[src/rtl/qcl_tx_pkg.sv]
// Shared types and constants for the QCL TX lane framer.
package qcl_tx_pkg;

  typedef enum logic [1:0] {
    StHold  = 2'd0,
    StTrain = 2'd1,
    StRun   = 2'd2
  } tx_state_e;

  localparam int unsigned MaxSerRatio = 16;

  localparam logic [3:0] TrainPatternDef = 4'b1010;
  localparam logic [3:0] SyncPatternDef  = 4'b1100;
  localparam logic [3:0] IdlePatternDef  = 4'b0000;

  // Alternating 1010.. word with a 1 in the first-serialised (MSB) position.
  function automatic logic [MaxSerRatio-1:0] clk_pattern(int unsigned ratio);
    logic [MaxSerRatio-1:0] p;
    p = '0;
    for (int unsigned i = 0; i < MaxSerRatio; i++) begin
      if (i < ratio) p[i] = (i[0] != ratio[0]);
    end
    return p;
  endfunction

endpackage

[src/rtl/qcl_tx_lane_map.sv]
// Per-lane bit ordering of payload words and replication of per-lane patterns.
module qcl_tx_lane_map
  import qcl_tx_pkg::*;
#(
  parameter int unsigned           lanes_p         = 16,
  parameter int unsigned           ser_ratio_p     = 4,
  parameter bit                    msb_first_p     = 1'b1,
  parameter logic [ser_ratio_p-1:0] train_pattern_p = TrainPatternDef,
  parameter logic [ser_ratio_p-1:0] sync_pattern_p  = SyncPatternDef,
  parameter logic [ser_ratio_p-1:0] idle_pattern_p  = IdlePatternDef
) (
  input  logic [lanes_p*ser_ratio_p-1:0] data_i,
  output logic [lanes_p*ser_ratio_p-1:0] data_o,
  output logic [lanes_p*ser_ratio_p-1:0] train_word_o,
  output logic [lanes_p*ser_ratio_p-1:0] sync_word_o,
  output logic [lanes_p*ser_ratio_p-1:0] idle_word_o
);

  for (genvar l = 0; l < lanes_p; l++) begin : g_lane
    assign train_word_o[l*ser_ratio_p +: ser_ratio_p] = train_pattern_p;
    assign sync_word_o[l*ser_ratio_p +: ser_ratio_p]  = sync_pattern_p;
    assign idle_word_o[l*ser_ratio_p +: ser_ratio_p]  = idle_pattern_p;

    if (msb_first_p) begin : g_msb
      assign data_o[l*ser_ratio_p +: ser_ratio_p] = data_i[l*ser_ratio_p +: ser_ratio_p];
    end else begin : g_lsb
      for (genvar b = 0; b < ser_ratio_p; b++) begin : g_bit
        assign data_o[l*ser_ratio_p + b] = data_i[l*ser_ratio_p + ser_ratio_p - 1 - b];
      end
    end
  end

endmodule

[src/rtl/qcl_tx_lane_framer.sv]
// TX framing engine in front of the OSERDES wrapper: reset hold, training burst,
// then payload stream with periodic sync words.
module qcl_tx_lane_framer
  import qcl_tx_pkg::*;
#(
  parameter int unsigned            lanes_p         = 16,
  parameter int unsigned            ser_ratio_p     = 4,
  parameter int unsigned            rst_hold_p      = 8,
  parameter int unsigned            train_cycles_p  = 256,
  parameter logic [ser_ratio_p-1:0] train_pattern_p = TrainPatternDef,
  parameter logic [ser_ratio_p-1:0] sync_pattern_p  = SyncPatternDef,
  parameter logic [ser_ratio_p-1:0] idle_pattern_p  = IdlePatternDef,
  parameter int unsigned            sync_period_p   = 1024,
  parameter bit                     msb_first_p     = 1'b1
) (
  input  logic                           clk_i,
  input  logic                           reset_n_i,
  input  logic                           en_i,
  input  logic                           train_req_i,
  input  logic [lanes_p*ser_ratio_p-1:0] data_i,
  input  logic                           v_i,
  output logic                           ready_o,
  output logic [lanes_p*ser_ratio_p-1:0] data_par_o,
  output logic [ser_ratio_p-1:0]         clk_pattern_o,
  output logic                           serdes_reset_o,
  output logic                           training_o,
  output logic [1:0]                     state_o
);

  localparam int unsigned Width    = lanes_p * ser_ratio_p;
  localparam int unsigned PhaseMax = (rst_hold_p > train_cycles_p) ? rst_hold_p : train_cycles_p;
  localparam int unsigned PhaseW   = $clog2(PhaseMax + 1);
  localparam int unsigned SyncW    = (sync_period_p > 1) ? $clog2(sync_period_p) : 1;
  localparam int unsigned HoldLast = (rst_hold_p > 0) ? rst_hold_p - 1 : 0;
  localparam int unsigned SyncLast = (sync_period_p > 0) ? sync_period_p - 1 : 0;

  localparam logic [MaxSerRatio-1:0] ClkPattern = clk_pattern(ser_ratio_p);

  tx_state_e         state_q, state_d;
  logic [PhaseW-1:0] phase_q, phase_d;
  logic [SyncW-1:0]  sync_cnt_q, sync_cnt_d;
  logic              sync_due_q, sync_due_d;
  logic              serdes_reset_q, serdes_reset_d;
  logic [Width-1:0]  data_q, data_d;

  logic [Width-1:0]  mapped_data, train_word, sync_word, idle_word;
  logic              accept;

  qcl_tx_lane_map #(
    .lanes_p         (lanes_p),
    .ser_ratio_p     (ser_ratio_p),
    .msb_first_p     (msb_first_p),
    .train_pattern_p (train_pattern_p),
    .sync_pattern_p  (sync_pattern_p),
    .idle_pattern_p  (idle_pattern_p)
  ) u_lane_map (
    .data_i       (data_i),
    .data_o       (mapped_data),
    .train_word_o (train_word),
    .sync_word_o  (sync_word),
    .idle_word_o  (idle_word)
  );

  always_ff @(posedge clk_i or negedge reset_n_i) begin
    if (!reset_n_i) begin
      state_q        <= StHold;
      phase_q        <= '0;
      sync_cnt_q     <= '0;
      sync_due_q     <= 1'b0;
      serdes_reset_q <= 1'b1;
      data_q         <= '0;
    end else begin
      state_q        <= state_d;
      phase_q        <= phase_d;
      sync_cnt_q     <= sync_cnt_d;
      sync_due_q     <= sync_due_d;
      serdes_reset_q <= serdes_reset_d;
      data_q         <= data_d;
    end
  end

  assign accept = v_i & ready_o;

  // In TRAIN, phase counts train words already emitted; entry from HOLD emits the first one.
  always_comb begin
    state_d        = state_q;
    phase_d        = phase_q;
    sync_cnt_d     = sync_cnt_q;
    serdes_reset_d = serdes_reset_q;
    data_d         = idle_word;
    unique case (state_q)
      StHold: begin
        data_d = '0;
        if (phase_q == PhaseW'(HoldLast)) begin
          state_d        = StTrain;
          phase_d        = PhaseW'(1);
          serdes_reset_d = 1'b0;
          data_d         = train_word;
        end else begin
          phase_d = phase_q + 1'b1;
        end
      end
      StTrain: begin
        if (phase_q == PhaseW'(train_cycles_p)) begin
          state_d    = StRun;
          phase_d    = '0;
          sync_cnt_d = '0;
          data_d     = idle_word;
        end else begin
          phase_d = phase_q + 1'b1;
          data_d  = train_word;
        end
      end
      StRun: begin
        if (accept) begin
          data_d = mapped_data;
        end else if (sync_due_q) begin
          data_d = sync_word;
        end
        sync_cnt_d = sync_due_q ? '0 : sync_cnt_q + 1'b1;
        if (train_req_i) begin
          state_d = StTrain;
          phase_d = '0;
        end
      end
      default: begin
        state_d = StHold;
        phase_d = '0;
      end
    endcase
    sync_due_d = (sync_period_p != 0) && (state_d == StRun) && (sync_cnt_d == SyncW'(SyncLast));
  end

  always_comb begin
    ready_o    = (state_q == StRun) & en_i & ~sync_due_q;
    training_o = (state_q == StTrain);
    state_o    = state_q;
  end

  assign data_par_o     = data_q;
  assign serdes_reset_o = serdes_reset_q;
  assign clk_pattern_o  = ClkPattern[ser_ratio_p-1:0];

endmodule

[config.mk]
export PLATFORM = sky130hd
export DESIGN_NAME = qcl_tx_lane_framer
export DESIGN_NICKNAME = d
export VERILOG_FILES = /design/src/rtl/qcl_tx_pkg.sv /design/src/rtl/qcl_tx_lane_map.sv /design/src/rtl/qcl_tx_lane_framer.sv
export SDC_FILE = /design/constraint.sdc
export NUM_CORES = 1
export LEC_CHECK = 0
export CAP_MARGIN = 40
export CORE_ASPECT_RATIO = 1.5
export CORE_MARGIN = 2
export CORE_UTILIZATION = 40
export CTS_CLUSTER_DIAMETER = 50
export DETAILED_ROUTE_END_ITERATION = 10
export GPL_ROUTABILITY_DRIVEN = 1
export GPL_TIMING_DRIVEN = 0
export PLACE_DENSITY = 0.77
export SYNTH_ARGS = -nofsm -noshare
export SYNTH_HDL_FRONTEND = slang
export SYNTH_SLANG_ARGS = --single-unit
[constraint.sdc]
create_clock -name clk_i -period 2 [get_ports clk_i]
set_input_delay 0.3 -clock clk_i [delete_from_list [all_inputs] [get_ports clk_i]]
set_output_delay 0.3 -clock clk_i [all_outputs]
set_load 0.03 [all_outputs]
Yosys cells after proc, flatten, opt, wreduce, memory -nomap -nowiden
Index checks and enable logic that the tools add are counted.
{"block": "classes", "bitwise": 4, "addsub": 2, "eq_ne": 7, "n_reduce_logical": 3, "n_mux": 16}
{"cell": "two-way mux 64 bit", "n": 4}
{"cell": "case mux 64 bit (3 select lines)", "n": 1}
{"cell": "two-way mux 9 bit", "n": 3}
{"cell": "case mux 9 bit (3 select lines)", "n": 1}
{"cell": "two-way mux 10 bit", "n": 2}
{"cell": "case mux 10 bit (2 select lines)", "n": 1}
{"cell": "adder 10 x 1 -> 10 bit, second input constant", "n": 1}
{"cell": "== test 10 bit, second input constant", "n": 1}
{"cell": "adder 9 x 1 -> 9 bit, second input constant", "n": 1}
{"cell": "== test 9 x 3 -> 1 bit, second input constant", "n": 1}
{"cell": "== test 9 bit, second input constant", "n": 1}
{"cell": "two-way mux 2 bit", "n": 3}
{"cell": "case mux 2 bit (3 select lines)", "n": 1}
{"cell": "== test 2 bit, second input constant", "n": 2}
{"cell": "bitwise AND 1 bit", "n": 3}
{"cell": "== test 2 x 1 -> 1 bit, second input constant", "n": 1}
{"cell": "logical NOT 2 bit", "n": 1}
{"cell": "inequality test 2 bit, second input constant", "n": 1}
{"cell": "AND reduction 2 bit", "n": 1}
{"cell": "logical AND 1 bit", "n": 1}
{"cell": "NOT 1 bit", "n": 1}
{"block": "totals", "out_inout_bits": 73, "wordCells": 38, "regBits": 87, "inputBits": 69}

Depth between registers and ports, before layout
Gate-level depths: netlist of the first run.
{"block": "depth", "ltp_word": 6, "mapped_depth": 10, "mapped_depth_nobuf": 8}

Hierarchy
From an unflattened synthesis of the first run, not the netlist that was laid out.
{"block": "unflattened", "hier_cells": 796, "area_unflattened_um2": 6822.8}
{"module": "qcl_tx_lane_framer", "seq_area_each_um2": 2178.3, "area_each_um2": 4893.4, "n_inst": 1, "cells_per_inst": 538}
{"module": "qcl_tx_lane_map", "seq_area_each_um2": 0.0, "area_each_um2": 1929.4, "n_inst": 1, "cells_per_inst": 258}

Least setup slack after synthesis of the first run
No wires, ideal clock.
{"block": "synth_path", "path_type": "reg2reg", "start": "register state_q[0], in the netlist state_o[0]", "end": "register data_q[18], in the netlist data_par_o[18]", "required_ns": 1.935, "n_path_buf": 2, "setup_slack_ns": -0.418, "setup_ns": 0.065, "synth_period_minus_slack_ns": 2.418, "t_arrival_ns": 2.353, "path_stages_with_launch": 9, "path_cell_list": "dfrtp_1 inv_1 ha_1 nor2b_1 and2_1 and4b_1 clkbuf_1 buf_1 a21o_1"}
{"block": "synth_between", "elab_chain_cells": 6, "word_cells_on_any_way": 8, "cone_classes": "eq/ne: 2; mux: 2; bitwise: 3; reduce/logical: 1"}
{"item": "start: declaration", "line_no": "qcl_tx_lane_framer.sv:39", "rtl": "tx_state_e state_q, state_d;"}
{"item": "start signal: assignment", "line_no": "qcl_tx_lane_framer.sv:66", "rtl": "state_q <= StHold;"}
{"item": "start signal: assignment", "line_no": "qcl_tx_lane_framer.sv:73", "rtl": "state_q <= state_d;"}
{"item": "== test 2 bit", "line_no": "qcl_tx_lane_framer.sv:135", "rtl": "ready_o = (state_q == StRun) & en_i & ~sync_due_q;"}
{"item": "bitwise AND 1 bit (2 in a row)", "line_no": "qcl_tx_lane_framer.sv:135"}
{"item": "via ready_o", "line_no": "qcl_tx_lane_framer.sv:22", "rtl": "output logic ready_o,"}
{"item": "bitwise AND 1 bit", "line_no": "qcl_tx_lane_framer.sv:82", "rtl": "assign accept = v_i & ready_o;"}
{"item": "two-way mux 64 bit", "line_no": "qcl_tx_lane_framer.sv:115", "rtl": "if (accept) begin"}
{"item": "case mux 64 bit (3 select lines)", "line_no": "qcl_tx_lane_framer.sv:91", "rtl": "unique case (state_q)"}
{"item": "via data_d[18]", "line_no": "qcl_tx_lane_framer.sv:44", "rtl": "logic [Width-1:0] data_q, data_d;"}
{"item": "end signal: assignment", "line_no": "qcl_tx_lane_framer.sv:78", "rtl": "data_q <= data_d;"}
{"item": "end: declaration", "line_no": "qcl_tx_lane_framer.sv:44"}
The timed path passes the listed nets, and every way through them passes these cells.
A chain may end at the register's enable or synchronous reset.

Final worst setup path of the first run
{"block": "layout_path", "start": "register phase_q[3]", "end": "register sync_due_q"}
{"block": "layout_between", "elab_chain_cells": 5, "word_cells_on_any_way": 10, "cone_classes": "eq/ne: 4; mux: 5; reduce/logical: 1"}
{"item": "start: declaration", "line_no": "qcl_tx_lane_framer.sv:40", "rtl": "logic [PhaseW-1:0] phase_q, phase_d;"}
{"item": "start signal: assignment", "line_no": "qcl_tx_lane_framer.sv:74", "rtl": "phase_q <= phase_d;"}
{"item": "== test 9 bit", "line_no": "qcl_tx_lane_framer.sv:104", "rtl": "if (phase_q == PhaseW'(train_cycles_p)) begin"}
{"item": "two-way mux 10 bit", "line_no": "qcl_tx_lane_framer.sv:104"}
{"item": "case mux 10 bit (2 select lines)", "line_no": "qcl_tx_lane_framer.sv:91"}
{"item": "via sync_cnt_d[1]", "line_no": "qcl_tx_lane_framer.sv:41", "rtl": "logic [SyncW-1:0] sync_cnt_q, sync_cnt_d;"}
{"item": "== test 10 bit", "line_no": "qcl_tx_lane_framer.sv:131", "rtl": "sync_due_d = (sync_period_p != 0) && (state_d == StRun) && (sync_cnt_d == SyncW'(SyncLast));"}
{"item": "logical AND 1 bit", "line_no": "qcl_tx_lane_framer.sv:131"}
{"item": "via sync_due_d", "line_no": "qcl_tx_lane_framer.sv:42", "rtl": "logic sync_due_q, sync_due_d;"}
{"item": "end signal: assignment", "line_no": "qcl_tx_lane_framer.sv:76", "rtl": "sync_due_q <= sync_due_d;"}
{"item": "end: declaration", "line_no": "qcl_tx_lane_framer.sv:42"}
The timed path passes the listed nets, and every way through them passes these cells.

==> impl_results.md, run 1 <==
* Status: finished with violations
* Violated checks: setup timing
* Fmax at approximately 0.46 GHz
* Final HPWL DP at 7270 um
* Initial drt markers at 120
* Final hold violations at 0
* Final setup margin at -0.169 ns
* Crit path cell chain: or4_4, o41a_1, a221o_1, and3_4, o21ai_2, a2111oi_2
* Worst slack at placement at -0.424 ns
* Clock Sinks at 87
* Crit Path Category: reg2reg
* Met1 wire length at 3850 um
* Tot GR Track Use at 21.7%
* CP top delay family: compound AO/OA/AOI/OAI gates
* Multi-input gate area at 1490 um2
* Leakage power at 2.63 nW
* Placed cells at between 500 and 600
* Finished Layout Cells at between 600 and 700
* Crit path max fanout at 4
* Initial antenna violation count at 0
* FF+latch area at 2180 um2
* Vias in the first global route at slightly above 3000
* Root buffer cell: clkbuf_16
* Reg clk slew, reported paths at 0.06 ns
* CTS tree: done
* Unrepaired setup endpoints after global routing: yes
* Initial Util at between 40% and 50%
* Tmin final at 2.17 ns
* Worst Skew at 0.00478 ns
* Clk buf depth at 2
* IO Pins at 142
* Period utilization at 108%
* Seq/Total Area, Yosys at 59.3%
* Fillers at approximately 640
* DR DRC count at 0
* Synth warnings at 0
* Worst vdd ir at between 0.6 and 0.7 mV
* Synth Register Bits at 87
* Min-delay worst type: in2async
* Avg Inst Size Synth at 11.4 um2
* Post-Syn Instances at ~320
* CTS buffer count at 9
* Largest net degree at the start of global routing at 56
* Core Area at around 8900 um2
* CP required at 2.21 ns
* Antenna Violating Nets Remaining at 0
* Chip Width at 82.3 um
* Crit path capture type: flop
* H-tree levels at 3
* Wire length per cell at roughly 17 um
* Commonest non-fill, non-tap cell in the layout: clkdlybuf4s50_1
* Cell variety after synth at 48
* Max Transition Viols Final at 0
* CP Data Arrival Time at 2.38 ns
* Hold slack at 0.443 ns
* Top layer in use: met4
* Via density at 5.09
* Mapped cell area at 3680 um2
* IO buf count at 137
* Ratio of cells with drive above 1 in the final layout at about 18%
* Pwr dens at between 600 and 700 nW/um2
* Placer Congestion at 0.870
* Grt ovf at 0
* Max cap viols at 0
* First-pass GRT wire length at 16200 um
* Via count at 3117
* Die Footprint at 9990 um2
* Startpoint types: flop
* Die Height at 121 um
* Detailed-routed wire length on met2 at between 5000 and 6000 um
* Met3 WL at 1050 um
* Critical Path Slowest Stage Cell: or4_4
* Most frequent cells in the layout: clkdlybuf4s50_1 (134), dfrtp_1 (83), a21o_1 (48), buf_4 (25), and2_1 (20)
* DRT Pass-1 Iters at 4
* Ant. Diodes at 0
* Slowest stage delay, CP at roughly 0.55 ns
* Clock Latency Late Sink at 0.34 ns
* Drt total wl at between 10000 and 15000 um
* Buf/Inv on CP at 0
* # setup viols final at 51
* Rows at 42
* Total Nets Final at between 500 and 600
* Synth-to-Final Area Change at 61.5%
-- cell families after synthesis --
kind of cell,Yosys count,share of synthesized area (%)
AOI/OAI and AO/OA,103,19.6
buffers and inverters,31,3.98
adders and majority gates,7,2.38
and+or+nand+nor,88,13.3
other,2,0.204
xor gates and xnor gates,4,0.953
muxes,1,0.272
DFF,87,59.3
-- path summary, 6_finish.rpt --
kind / startpoint / end / slack [ns] / cells past startpoint
worst max-delay path: phase_q[3] / sync_due_q / -0.17 / 6
worst min-delay path: reset_n_i / sync_cnt_q[0] / 0.44 / 2
worst max register to register: phase_q[3] / sync_due_q / -0.17 / 6
worst min register to register: sync_cnt_q[9] / sync_cnt_q[9] / 0.49 / 1
max in group asynchronous: reset_n_i / data_par_o[5] / 0.94 / 3
min in group clk_i: sync_cnt_q[9] / sync_cnt_q[9] / 0.49 / 1
-- state kept, by name, indices dropped and copies added (netlist names) --
signal and cells:
sync_cnt_q 10, sync_due_q 1, data_par_o 64, phase_q 9
state_o 2, serdes_reset_o 1
-- routing by layer --
| metal | track usage [%] | up-vias |
|---|---|---|
| met5 | 0 | - |
| met4 | 8.75 | 0 |
| met3 | 7.22 | 13 |
| met2 | 37.3 | 127 |
| met1 | 24.0 | 1509 |
| li1 | - | 1468 |
-- synthesized netlist by cell type, drive strengths merged --
cell | n | area [um2]
clkbuf | 15 | 56.3
ha | 7 | 87.6
nand4b | 1 | 8.76
o41a | 1 | 11.3
and3 | 5 | 31.3
nand4 | 3 | 18.8
o21a | 1 | 7.51
nand3b | 1 | 7.51
and2 | 22 | 138
a21o | 48 | 360
and3b | 2 | 17.5
nor4 | 2 | 12.5
dfstp | 1 | 26.3
nand2b | 3 | 18.8
nand3 | 8 | 40.0
or2 | 3 | 18.8
o41ai | 1 | 27.5
nor2 | 8 | 30.0
a211oi | 1 | 7.51
xor2 | 2 | 17.5
nor3b | 1 | 7.51
and4 | 1 | 8.76
and4b | 1 | 10.0
o21ai | 21 | 105
a41oi | 2 | 17.5
a2111oi | 1 | 15.0
conb | 2 | 7.51
inv | 7 | 26.3
o31ai | 4 | 35.0
or4 | 1 | 11.3
a31oi | 2 | 12.5
dfrtp | 86 | 2150
xnor2 | 2 | 17.5
nor3 | 3 | 15.0
nand2 | 19 | 71.3
a221o | 1 | 10.0
nor2b | 4 | 25.0
mux2i | 1 | 10.0
a21boi | 1 | 7.51
buf | 9 | 63.8
o22ai | 1 | 6.26
a21oi | 18 | 97.6
-- layout make-up --
cell class | count | area share, %
inverters | 7 | 0.443
well taps | 110 | 2.32
repair buffers | 163 | 27.7
multi-input cells | 207 | 25.2
plain buffers | 22 | 2.59
flip-flops and latches | 87 | 36.8
clock inverters | 6 | 1.20
clock buffers | 10 | 3.86
-- stage by stage --
step / setup TNS (ns) / total power, W / util [%] / cell area (um2)
after floorplan: -2.15 / 0.00181 / - / 3720
after global placement: -231.97 / 0.00198 / 58.9 / 5230
after detailed placement: -22.45 / 0.00198 / 59.2 / 5250
after CTS: -5.45 / 0.00366 / 65.8 / 5840
after global routing: -9.64 / 0.00374 / 66.8 / 5940
final: -4.77 / 0.00362 / 66.8 / 5940
-- where the power goes --
| group | switching, W | internal (W) | total (W) |
|---|---|---|---|
| Clock | 0.000691 | 0.000974 | 0.00167 |
| Combinational | 0.0000653 | 0.000128 | 0.000193 |
| Sequential | 0 | 0.00176 | 0.00176 |
| Total | 0.000757 | 0.00286 | 0.00362 |
-- timing repair --
action / in CTS / in global routing
hold buffers: 1 / 0
pin swaps: 12 / 12
buffers inserted: 16 / 7
endpoints found under the setup margin: 82 / 80
resized for setup: 49 / 20
cloned: 1 / 0
endpoints found under the hold margin: 31 / 0
Power figures use the tool's default switching activity.
==> inputs of run 2 (changes only) <==
--- a/config.mk
+++ b/config.mk
@@ -6,14 +6,15 @@
 export NUM_CORES = 1
 export LEC_CHECK = 0
 export CAP_MARGIN = 40
-export CORE_ASPECT_RATIO = 1.5
+export CORE_ASPECT_RATIO = 1.75
 export CORE_MARGIN = 2
-export CORE_UTILIZATION = 40
+export CORE_UTILIZATION = 41
+export CTS_BUF_LIST = sky130_fd_sc_hd__clkbuf_4
 export CTS_CLUSTER_DIAMETER = 50
 export DETAILED_ROUTE_END_ITERATION = 10
 export GPL_ROUTABILITY_DRIVEN = 1
 export GPL_TIMING_DRIVEN = 0
-export PLACE_DENSITY = 0.77
+export PLACE_DENSITY = 0.9
 export SYNTH_ARGS = -nofsm -noshare
 export SYNTH_HDL_FRONTEND = slang
 export SYNTH_SLANG_ARGS = --single-unit
==> impl_results.md, run 2 (synthesis gave the netlist of run 1 again) <==
* Violated checks: setup timing
* Initial antenna violation count at 0 (unchanged)
* Tmin final at 2.24 ns (+0.0680 ns)
* Worst slack at placement at -0.381 ns (+0.0432 ns)
* Multi-input gate area at 1500 um2 (+0.25%)
* Period utilization at 112% (+3.4 points)
* Rows at 45 (+7.1%)
* Max cap viols at 0 (unchanged)
* Wire length per cell at 16.5 um (-3.5%)
* Crit Path Category: reg2reg
* Reg clk slew, reported paths at 0.14 ns (+0.08 ns)
* Via count at 3147 (+0.96%)
* Clock Sinks at 87 (unchanged)
* Finished Layout Cells at 618 (+0.98%)
* DRT Pass-1 Iters at 4 (unchanged)
* Leakage power at 2.62 nW (-0.34%)
* Startpoint types: flop
* Final hold violations at 0 (unchanged)
* Tot GR Track Use at 20.9% (-0.85 points)
* CP required at 2.33 ns (+0.12 ns)
* Max Transition Viols Final at 0 (unchanged)
* Grt ovf at 0 (unchanged)
* Finished Core Util at 67.2% (+0.32 points)
* Unrepaired setup endpoints after global routing: yes
* Power, Total at 0.00297 W (-18%)
* IO buf count at 137 (unchanged)
* Worst vdd ir at 0.250 mV (-60%)
* Fmax at 0.447 GHz (-3.0%)
* FF+latch area at 2180 um2 (unchanged)
* Core Area at 8670 um2 (-2.4%)
* Most frequent cells in the layout: clkdlybuf4s50_1 (132), dfrtp_1 (83), a21o_1 (48), and2_1 (20), buf_4 (20)
* Placed cells at 580 (+1.2%)
* Fillers at 633 (-1.2%)
* # setup viols final at 45 (-12%)
* DR DRC count at 0 (unchanged)
* Min-delay worst type: in2async
* CTS tree: done
* Drt total wl at 10200 um (-2.6%)
* Crit path capture type: flop
* IO Pins at 142 (unchanged)
* Antenna Violating Nets Remaining at 0 (unchanged)
* CP Data Arrival Time at 2.56 ns (+0.18 ns)
* Worst Skew at 0.0194 ns (+0.0146 ns)
* Commonest non-fill, non-tap cell in the layout: clkdlybuf4s50_1
* Max reg flops at 64 (unchanged)
* Synth-to-Final Area Change at 58.4%
* Ratio of cells with drive above 1 in the final layout at 19.4% (+1.0 points)
* Ant. Diodes at 0 (unchanged)
* CTS buffer count at 9 (unchanged)
* H-tree levels at 3 (unchanged)
* Crit path max fanout at 4 (unchanged)
* Pwr dens at 510 nW/um2 (-16%)
* Status: finished with violations
* Initial drt markers at 199 (+66%)
* Slew HR at 64.8%
* Placer Congestion at 0.859 (-1.3%)
* Chip Width at 75.6 um (-8.1%)
* Die Height at 129 um (+6.5%)
* Total Nets Final at 572 (-0.17%)
* Tightest Pin Transition at about 0.53 ns
* First-pass GRT wire length at 15300 um (-5.2%)
* Root buffer cell: clkbuf_4
* Clock Latency Late Sink at 0.44 ns (+0.10 ns)
* Clk buf depth at 2 (unchanged)
* Largest net degree at the start of global routing at 63 (+13%)
* Vias in the first global route at 3187 (+3.0%)
* Final HPWL DP at 7270 um (about the same)
* Die Footprint at 9770 um2 (-2.2%)
* Final setup margin at -0.237 ns (-0.0680 ns)
* Via density at 5.09 (about the same)
* Initial Util at 42.4% (+1.0 points)
[run 2: where the power goes]
group | internal (W) | switching (W)
sequential | 0.00176 | 0
clock | 0.000404 | 0.000610
combinational | 0.000128 | 0.0000681
[run 2: final timing paths]
check,to,slack [ns],depth (start not counted),start
max in group asynchronous,serdes_reset_o,1.03,3,reset_n_i
setup / recovery,sync_due_q,-0.24,5,phase_q[2]
hold reg to reg,sync_cnt_q[9],0.50,1,sync_cnt_q[9]
min in group clk_i,data_par_o[12],0.40,2,data_i[12]
setup reg to reg,sync_due_q,-0.24,5,phase_q[2]
hold / removal,data_par_o[8],0.31,2,reset_n_i
[run 2: per-stage QoR]
step | TNS (ns) | hold slack, ns | cell area, um2
floorplan | -2.15 | 0.00441 | 3720
global placement | -215.40 | 0.480 | 5240
detailed placement | -16.65 | 0.233 | 5260
CTS | -6.42 | 0.292 | 5730
global route | -6.60 | 0.327 | 5820
finish | -3.88 | 0.313 | 5820
[run 2: critical path, stage by stage (launching register included)]
cell and delay, ns:
dfrtp_1 0.42, or4_4 0.58, o41a_1 0.43, o31ai_2 0.24
a21oi_2 0.11, a2111oi_2 0.37
[run 2: final cells by class]
cell class / count / area share [%]
Inverter: 7 / 0.494
Multi-Input combinational cell: 207 / 25.7
Timing Repair Buffer: 162 / 28.1
Clock inverter: 6 / 1.18
Sequential cell: 87 / 37.5
Clock buffer: 10 / 1.29
Buffer: 22 / 3.24
Tap cell: 117 / 2.51
[run 2: timing repair]
item | in CTS | in global routing
hold endpoints to repair | 25 | 0
resized for setup | 59 | 26
endpoints found under the setup margin | 80 | 55
pin swaps | 17 | 16
setup buffers | 18 | 5
hold buffers | 1 | 0
cloned | 1 | 1
[run 2: per-layer routing]
layer | routed length, um | track usage (%) | part of all wire [%]
met1 | 3700 | 22.6 | 36
met3 | 624 | 4.20 | 6.1
met2 | 5640 | 38.4 | 55
met5 | 0 | 0 | 0
met4 | 256 | 8.15 | 2.5
